### config.mk
export PLATFORM = sky130hd
export DESIGN_NAME = mips_run_ctrl_flat
export DESIGN_NICKNAME = d
export VERILOG_FILES = /design/src/rtl/mips_run_ctrl_if.sv /design/src/rtl/mips_run_ctrl.sv /design/src/flat_wrapper.sv
export SDC_FILE = /design/constraint.sdc
export NUM_CORES = 1
export LEC_CHECK = 0
export CORE_MARGIN = 2
export CORE_UTILIZATION = 50
export DETAILED_ROUTE_END_ITERATION = 10
export GPL_TIMING_DRIVEN = 0
export MAX_ROUTING_LAYER = met4
export PLACE_DENSITY_LB_ADDON = 0.2
export SYNTH_ARGS = -nofsm -noshare
export SYNTH_HDL_FRONTEND = slang
export SYNTH_SLANG_ARGS = --single-unit
### constraint.sdc
create_clock -name clk -period 2.5 [get_ports clk]
set_input_delay 0.375 -clock clk [delete_from_list [all_inputs] [get_ports clk]]
set_output_delay 0.375 -clock clk [all_outputs]
set_load 0.1 [all_outputs]
### src/rtl/mips_run_ctrl_if.sv
// Control/status bundle between the run controller and its host.
// The slave side is the controller; the master side is the host/bench.
interface mips_run_ctrl_if #(
  parameter int PC_W  = 32,
  parameter int CNT_W = 16
);
  logic             start;
  logic [PC_W-1:0]  pc_i;
  logic             pc_valid_i;
  logic             core_reset_o;
  logic             core_en_o;
  logic             running_o;
  logic             done_o;
  logic             halted_o;
  logic             timeout_o;
  logic [CNT_W-1:0] cycle_count_o;

  modport slave (
    input  start, pc_i, pc_valid_i,
    output core_reset_o, core_en_o, running_o, done_o,
           halted_o, timeout_o, cycle_count_o
  );

  modport master (
    output start, pc_i, pc_valid_i,
    input  core_reset_o, core_en_o, running_o, done_o,
           halted_o, timeout_o, cycle_count_o
  );
endinterface

### src/rtl/mips_run_ctrl.sv
// Run controller for the pipelined MIPS core: reset sequencing, cycle budget,
// halt detection (explicit halt PC or a PC stuck for HALT_REPEAT valid cycles).
module mips_run_ctrl #(
  parameter int              RESET_CYCLES = 2,
  parameter int              MAX_CYCLES   = 9,
  parameter int              CNT_W        = 16,
  parameter int              PC_W         = 32,
  parameter logic [PC_W-1:0] HALT_PC      = PC_W'(32'hFFFF_FFFC),
  parameter int              HALT_REPEAT  = 3
) (
  input logic            clk,
  input logic            reset,
  mips_run_ctrl_if.slave bus
);
  typedef enum logic [1:0] {S_IDLE, S_RSEQ, S_RUN, S_DONE} state_t;

  localparam int RC_W = $clog2(RESET_CYCLES + 1);
  localparam int ST_W = $clog2(HALT_REPEAT + 1);
  localparam logic [RC_W-1:0]  RC_LOAD  = RC_W'(RESET_CYCLES);
  localparam logic [CNT_W-1:0] CNT_LAST = CNT_W'(MAX_CYCLES - 1);
  localparam logic [ST_W-1:0]  ST_LAST  = ST_W'(HALT_REPEAT - 1);

  state_t           r_state, w_next;
  logic [RC_W-1:0]  r_rst_cnt;
  logic [CNT_W-1:0] r_cycle_cnt;
  logic [PC_W-1:0]  r_last_pc;
  logic             r_last_vld;
  logic [ST_W-1:0]  r_stable_cnt;
  logic             r_halted;
  logic             r_timeout;

  logic w_start, w_pc_same, w_halt, w_tmo;

  assign w_start   = bus.start && (r_state == S_IDLE || r_state == S_DONE);
  assign w_pc_same = r_last_vld && (bus.pc_i == r_last_pc);
  assign w_halt    = bus.pc_valid_i &&
                     (bus.pc_i == HALT_PC || (w_pc_same && r_stable_cnt == ST_LAST));
  assign w_tmo     = (r_cycle_cnt == CNT_LAST);

  always_ff @(posedge clk or posedge reset) begin
    if (reset) r_state <= S_IDLE;
    else       r_state <= w_next;
  end

  always_comb begin
    w_next = r_state;
    unique case (r_state)
      S_IDLE:  if (w_start) w_next = S_RSEQ;
      S_RSEQ:  if (r_rst_cnt == RC_W'(1)) w_next = S_RUN;
      S_RUN:   if (w_halt || w_tmo) w_next = S_DONE;
      S_DONE:  if (w_start) w_next = S_RSEQ;
      default: w_next = S_IDLE;
    endcase
  end

  always_ff @(posedge clk or posedge reset) begin
    if (reset) begin
      r_rst_cnt    <= '0;
      r_cycle_cnt  <= '0;
      r_last_pc    <= '0;
      r_last_vld   <= 1'b0;
      r_stable_cnt <= '0;
      r_halted     <= 1'b0;
      r_timeout    <= 1'b0;
    end else begin
      unique case (r_state)
        S_IDLE, S_DONE: begin
          if (w_start) begin
            r_rst_cnt   <= RC_LOAD;
            r_cycle_cnt <= '0;
            r_halted    <= 1'b0;
            r_timeout   <= 1'b0;
          end
        end
        S_RSEQ: begin
          r_rst_cnt    <= r_rst_cnt - RC_W'(1);
          r_last_vld   <= 1'b0;
          r_stable_cnt <= '0;
        end
        S_RUN: begin
          r_cycle_cnt <= r_cycle_cnt + CNT_W'(1);
          // Invalid PC cycles neither extend nor break a stable-PC streak.
          if (bus.pc_valid_i) begin
            r_stable_cnt <= w_pc_same ? r_stable_cnt + ST_W'(1) : '0;
            r_last_pc    <= bus.pc_i;
            r_last_vld   <= 1'b1;
          end
          if (w_halt)     r_halted  <= 1'b1;
          else if (w_tmo) r_timeout <= 1'b1;
        end
        default: ;
      endcase
    end
  end

  // Core stays out of reset in DONE so its state can be inspected.
  assign bus.core_reset_o  = (r_state == S_IDLE) || (r_state == S_RSEQ);
  assign bus.core_en_o     = (r_state == S_RUN);
  assign bus.running_o     = (r_state == S_RUN);
  assign bus.done_o        = (r_state == S_DONE);
  assign bus.halted_o      = r_halted;
  assign bus.timeout_o     = r_timeout;
  assign bus.cycle_count_o = r_cycle_cnt;
endmodule

### src/flat_wrapper.sv
// flat-port wrapper written by rule: the top's interface ports become plain ports
module mips_run_ctrl_flat 
#(
  parameter int              RESET_CYCLES = 2,
  parameter int              MAX_CYCLES   = 9,
  parameter int              CNT_W        = 16,
  parameter int              PC_W         = 32,
  parameter logic [PC_W-1:0] HALT_PC      = PC_W'(32'hFFFF_FFFC),
  parameter int              HALT_REPEAT  = 3
)
  (clk, reset, bus_start, bus_pc_i, bus_pc_valid_i, bus_core_reset_o, bus_core_en_o, bus_running_o, bus_done_o, bus_halted_o, bus_timeout_o, bus_cycle_count_o);
  mips_run_ctrl_if #(.PC_W(PC_W), .CNT_W(CNT_W)) bus_i ();
  input logic clk;
  input logic reset;
  input wire logic [$bits(bus_i.start)-1:0] bus_start;
  input wire logic [$bits(bus_i.pc_i)-1:0] bus_pc_i;
  input wire logic [$bits(bus_i.pc_valid_i)-1:0] bus_pc_valid_i;
  output wire logic [$bits(bus_i.core_reset_o)-1:0] bus_core_reset_o;
  output wire logic [$bits(bus_i.core_en_o)-1:0] bus_core_en_o;
  output wire logic [$bits(bus_i.running_o)-1:0] bus_running_o;
  output wire logic [$bits(bus_i.done_o)-1:0] bus_done_o;
  output wire logic [$bits(bus_i.halted_o)-1:0] bus_halted_o;
  output wire logic [$bits(bus_i.timeout_o)-1:0] bus_timeout_o;
  output wire logic [$bits(bus_i.cycle_count_o)-1:0] bus_cycle_count_o;
  assign bus_i.start = bus_start;
  assign bus_i.pc_i = bus_pc_i;
  assign bus_i.pc_valid_i = bus_pc_valid_i;
  assign bus_core_reset_o = bus_i.core_reset_o;
  assign bus_core_en_o = bus_i.core_en_o;
  assign bus_running_o = bus_i.running_o;
  assign bus_done_o = bus_i.done_o;
  assign bus_halted_o = bus_i.halted_o;
  assign bus_timeout_o = bus_i.timeout_o;
  assign bus_cycle_count_o = bus_i.cycle_count_o;
  mips_run_ctrl #(.RESET_CYCLES(RESET_CYCLES), .MAX_CYCLES(MAX_CYCLES), .CNT_W(CNT_W), .PC_W(PC_W), .HALT_PC(HALT_PC), .HALT_REPEAT(HALT_REPEAT)) u_core (.clk(clk), .reset(reset), .bus(bus_i));
endmodule
==> metrics.cfg, run 1 <==
[power_and_ir_drop]
p_per_area_nw_per_um2=1060
p_leak_nw=1.63
irDropWorstVdd_v=0.000649
power_frac_seq_pct=35.7
p_switching_mw=1.62
clockPowerShare_pct=21.1
p_int_mw=2.50
combPwrFrac_pct=43.1
sw_frac_of_total_pct=39.3

[yosys]
ys_ff_latch=57
synth_edf_count=0
synth_cell_types=40
yosysMostFrequentCell=dfrtp_1
seq_area_frac_synth_pct=47.4
yosysTopAreaCellShare_pct=47.4
synth_flop_cell=dfrtp_1
yosysTopAreaCell=dfrtp_1
synthArstFlopShare_pct=100
syn-cell-area_um2=3010
syn_inst=278
synth_top_cells_by_count=dfrtp_1, mux2_2, xnor2_1, nand4_1, nor2_1
ys_warn_count=0
synth.area.top_cells=dfrtp_1, mux2_2, xnor2_1
synth_fp_nets=323
synth_area_per_cell_um2=10.8

[clock_network]
clk_pin_slew_worst_paths_ns=0.07
cts_sinks=57
ctsHoldBuffers=0
clock_path_buffers=2
cts_inserted_buffers=9
htreeDepth=3
insertion_delay_ns=0.33
cts-root-buf=clkbuf_8
cts_tree=yes
cts_setup_buffers=0

[floorplanning]
initial_core_util_pct=51.2
dieArea_um2=6660
die_w_um=81.6
core_um2=5890
ioPinCount=58
placementRows=28
die_h_um=81.6

[sta]
slew_headroom_pct=34.9
hold_ws_ns=0.403
fin_crit_ns=2.40
drv_slew=0
fmax_ghz=0.416
setup_ws_ns=0.0961
final_hold_viol_count=0
worst_pin_slew_ns=0.973
rsz0062_at_grt=false
skew_ns=0.00630
fin_crit_sh_pct=96.2
finalSetupViolations=0

[critical_path]
end_kind=output port
reg2reg_depth=5
start_kind=register
critPathMaxStageDelay_ns=0.88
rrSetupSlack_ns=0.28
cp.arrival_ns=2.03
r2r-end=u_core.bus.cycle_count_o[13]
critPathKind=reg2out
critical_path.cell_chain=inv_1 -> ha_2 -> dlygate4sd2_1
path_max_fanout=9
reg2reg_from=u_core.r_state[0]
required_ns=2.12
startpoint=u_core.r_state[0]
critPathSlowestCell=dlygate4sd2_1

[routing]
wire_per_inst_um=15.0
met1_length_um=3070
met2_length_um=2900
post-route-drc-count=0
top_layer=met4
wl_met3_um=324
wirelength_um=6410
num_vias=2297
postRouteAntennaNets=0
drtPass1Iterations=4
avgViaCountPerCell=5.39
first_iter_violations=138

[cells_and_area]
final_nets=392
final_cells=426
final_layout_size_suffix_gt1_share_pct=16.5
diodes=0
utilization_pct=66.0
syn2layout_area_growth_pct=29.0

[placement]
dp_cells=411
io_buffers=57
place.gp.congestion=0.813
dp_slack_ns=0.0366
dp_hpwl_um=4730

[grt]
antenna_found_initial=0
grt_pass1_vias=2215
grt_max_degree=35
track_usage_pct=21.7
grt_overflow=0
grt_pass1_wl_um=10400

[worst_hold_path]
hp-class=in2async

[outcome]
status=finished, final reports clean

[job]
maxCapViolations=0

==> power groups by stage <==
| stage | sequential, mW | combinational, mW | clock [mW] |
|---|---|---|---|
| detailed placement | 1.49 | 1.79 | 0 |
| CTS | 1.47 | 1.79 | 0.877 |
| floorplan | 1.57 | 1.27 | 0 |
| global route | 1.51 | 1.94 | 0.923 |
| finish | 1.47 | 1.77 | 0.869 |
| global placement | 1.46 | 1.75 | 0 |
==> worst max-delay path by stage <==
stage / slack, ns / endpoint / depth (start not counted)
floorplan: 0.24 / u_core.bus.cycle_count_o[14] / 8
global placement: -0.35 / u_core.r_rst_cnt[1] / 2
detailed placement: 0.04 / u_core.r_state[0] / 7
CTS: 0.0009 / bus_running_o / 4
global route: 0.005 / bus_core_en_o / 3
finish: 0.1 / bus_core_en_o / 3
==> cells in the final DEF, fill, tap and decap left out, types with 11 or more instances in the layout <==
cell              n
clkbuf_8         11
clkdlybuf4s50_1  54
dfrtp_1          57
inv_1            15
mux2_2           31
nand2_1          17
nand4_1          21
nor2_1           21
xnor2_1          29
xor2_1           12
==> cell families after synthesis <==
| logic type | synth area share, % |
|---|---|
| buf+inv | 2.91 |
| mux | 12.3 |
| flops | 47.4 |
| compound gates | 5.86 |
| fa+ha+maj | 3.74 |
| simple gates | 16.0 |
| xor+xnor | 11.9 |
==> through the flow <==
stage          power (mW)  TNS (ns)  area (um2)
2_1_floorplan        2.84         0        3010
3_3_place_gp         3.21    -19.56        3680
3_5_place_dp         3.27         0        3700
4_1_cts              4.13         0        3890
5_1_grt              4.37         0        3880
6_report             4.11         0        3880
==> sequential cells by signal, indices dropped and copies added, names as in the netlist <==
register	flops
u_core.r_last_pc	32
u_core.bus.cycle_count_o	16
u_core.r_rst_cnt	2
u_core.r_stable_cnt	2
u_core.r_state	2
u_core.bus.halted_o	1
u_core.bus.timeout_o	1
u_core.r_last_vld	1
==> final cells by class <==
type                            instances  area (um2)
Sequential cell                        57        1430
Inverter                               16        60.1
Clock buffer                           12         155
Clock inverter                          3        40.0
Timing Repair Buffer                   58         582
Tap cell                               75        93.8
Buffer                                  6        27.5
Fill cell                             482        2000
Multi-Input combinational cell        199        1500
==> worst max-delay path: cells and delay by family (launching register included) <==
family,cells,cell delay [ns]
buffers and inverters,2,0.99
adders and majority gates,1,0.29
DFF,1,0.41
==> repair_timing <==
| item | in CTS | in global routing |
|---|---|---|
| gates resized for setup | 4 | 3 |
| setup endpoints to repair | 3 | 2 |
| pin swaps | 0 | 0 |
| gates cloned | 0 | 0 |
==> layer usage <==
layer  up-vias  track usage, %
met5         -               -
met4         0            8.50
met3        15            4.07
met2        65            32.7
met1      1091            29.0
li1       1126               -
Note: power is estimated with default switching activity, not from simulation.
==> run 2: changes to the inputs <==
==> constraint.sdc (replaced) <==
create_clock -name clk -period 3.1 [get_ports clk]
set_input_delay 0.465 -clock clk [delete_from_list [all_inputs] [get_ports clk]]
set_output_delay 0.465 -clock clk [all_outputs]
set_load 0.1 [all_outputs]
==> metrics.cfg, run 2 (synthesis gave the netlist of run 1 again) <==
[cells_and_area]
final_layout_size_suffix_gt1_share_pct=16.2
utilization_pct=66.5
fillers=474
final_cells=427
syn2layout_area_growth_pct=29.9
largest_reg_flops=32
final_area_um2=3910
diodes=0
final_nets=392
regMostFlops=u_core.r_last_pc
final_cell_mix=clkdlybuf4s50_1, dfrtp_1, mux2_2, xnor2_1

[grt]
antenna_found_initial=0
track_usage_pct=22.1
grt_pass1_wl_um=10500
grt_pass1_vias=2201
grt_max_degree=33
grt_overflow=0

[floorplanning]
core_um2=5890
placementRows=28
die_w_um=81.6
ioPinCount=58
dieArea_um2=6660
initial_core_util_pct=51.2
die_h_um=81.6

[routing]
avgViaCountPerCell=5.42
drtPass1Iterations=4
postRouteAntennaNets=0
met1_length_um=3040
met2_length_um=2930
top_layer=met4
num_vias=2313
first_iter_violations=65
wire_per_inst_um=15.1
post-route-drc-count=0
wirelength_um=6430
wl_met3_um=334

[critical_path]
path_max_fanout=9
start_kind=register
rrSetupSlack_ns=0.81
critPathKind=reg2out
cp.arrival_ns=2.52
end_kind=output port
required_ns=2.63

[placement]
dp_slack_ns=0.466
dp_hpwl_um=4780
io_buffers=57
postPlaceCellArea_um2=3700
dp_cells=411
place.gp.congestion=0.812

[sta]
fmax_ghz=0.336
rsz0062_at_grt=false
setup_tns_ns=0
hold_ws_ns=0.485
final_hold_viol_count=0
setup_ws_ns=0.120
skew_ns=0.00393
fin_crit_sh_pct=96.1
finalSetupViolations=0
slew_headroom_pct=34.6
fin_crit_ns=2.98
worst_pin_slew_ns=0.978
drv_slew=0

[clock_network]
cts-root-buf=clkbuf_8
htreeDepth=3
cts_tree=yes
clk_pin_slew_worst_paths_ns=0.07
cts_sinks=57
cts_inserted_buffers=9
insertion_delay_ns=0.34
ctsHoldBuffers=0
clock_path_buffers=2
cts_setup_buffers=0
postCtsResizedCells=0

[power_and_ir_drop]
p_total_mw=3.37
p_leak_nw=1.63
irDropWorstVdd_v=0.000733
p_per_area_nw_per_um2=860

[worst_hold_path]
hp-class=reg2reg

[job]
maxCapViolations=0

[outcome]
status=finished, final reports clean

## run 2: where the power goes
group          internal (mW)  leakage, nW  switching, mW
Clock                  0.435        0.105          0.309
Combinational          0.611        0.807          0.827
Sequential              1.01        0.716          0.177
## run 2: final timing paths
| path | startpoint | end | cells past startpoint |
|---|---|---|---|
| max in group asynchronous | reset | u_core.r_last_pc[22] | 3 |
| min in group asynchronous | reset | u_core.r_last_pc[7] | 2 |
| hold / removal | u_core.r_rst_cnt[0] | u_core.r_rst_cnt[0] | 1 |
| hold reg to reg | u_core.r_rst_cnt[0] | u_core.r_rst_cnt[0] | 1 |
| setup reg to reg | u_core.r_state[0] | u_core.r_last_pc[1] | 6 |
| setup / recovery | u_core.r_state[0] | bus_running_o | 4 |
## run 2: final cells by class
cell class | instances | area, um2 | area share, %
Inverter | 16 | 60.1 | 1.54
Tap cell | 75 | 93.8 | 2.40
Multi-Input combinational cell | 199 | 1500 | 38.3
Sequential cell | 57 | 1430 | 36.5
Timing Repair Buffer | 58 | 591 | 15.1
Buffer | 6 | 27.5 | 0.704
Clock buffer | 12 | 165 | 4.22
Clock inverter | 4 | 50.0 | 1.28
## run 2: metal layers
layer | GRT usage [%] | vias up
li1 | - | 1114
met1 | 28.7 | 1138
met2 | 33.0 | 46
met3 | 5.60 | 15
met4 | 9.67 | 0
met5 | - | -
## run 2: critical path, cell delays in order (launching register included)
cell             delay [ns]
dfrtp_1                0.42
inv_1                  0.11
ha_1                   0.36
buf_4                  0.17
clkdlybuf4s50_1        1.12
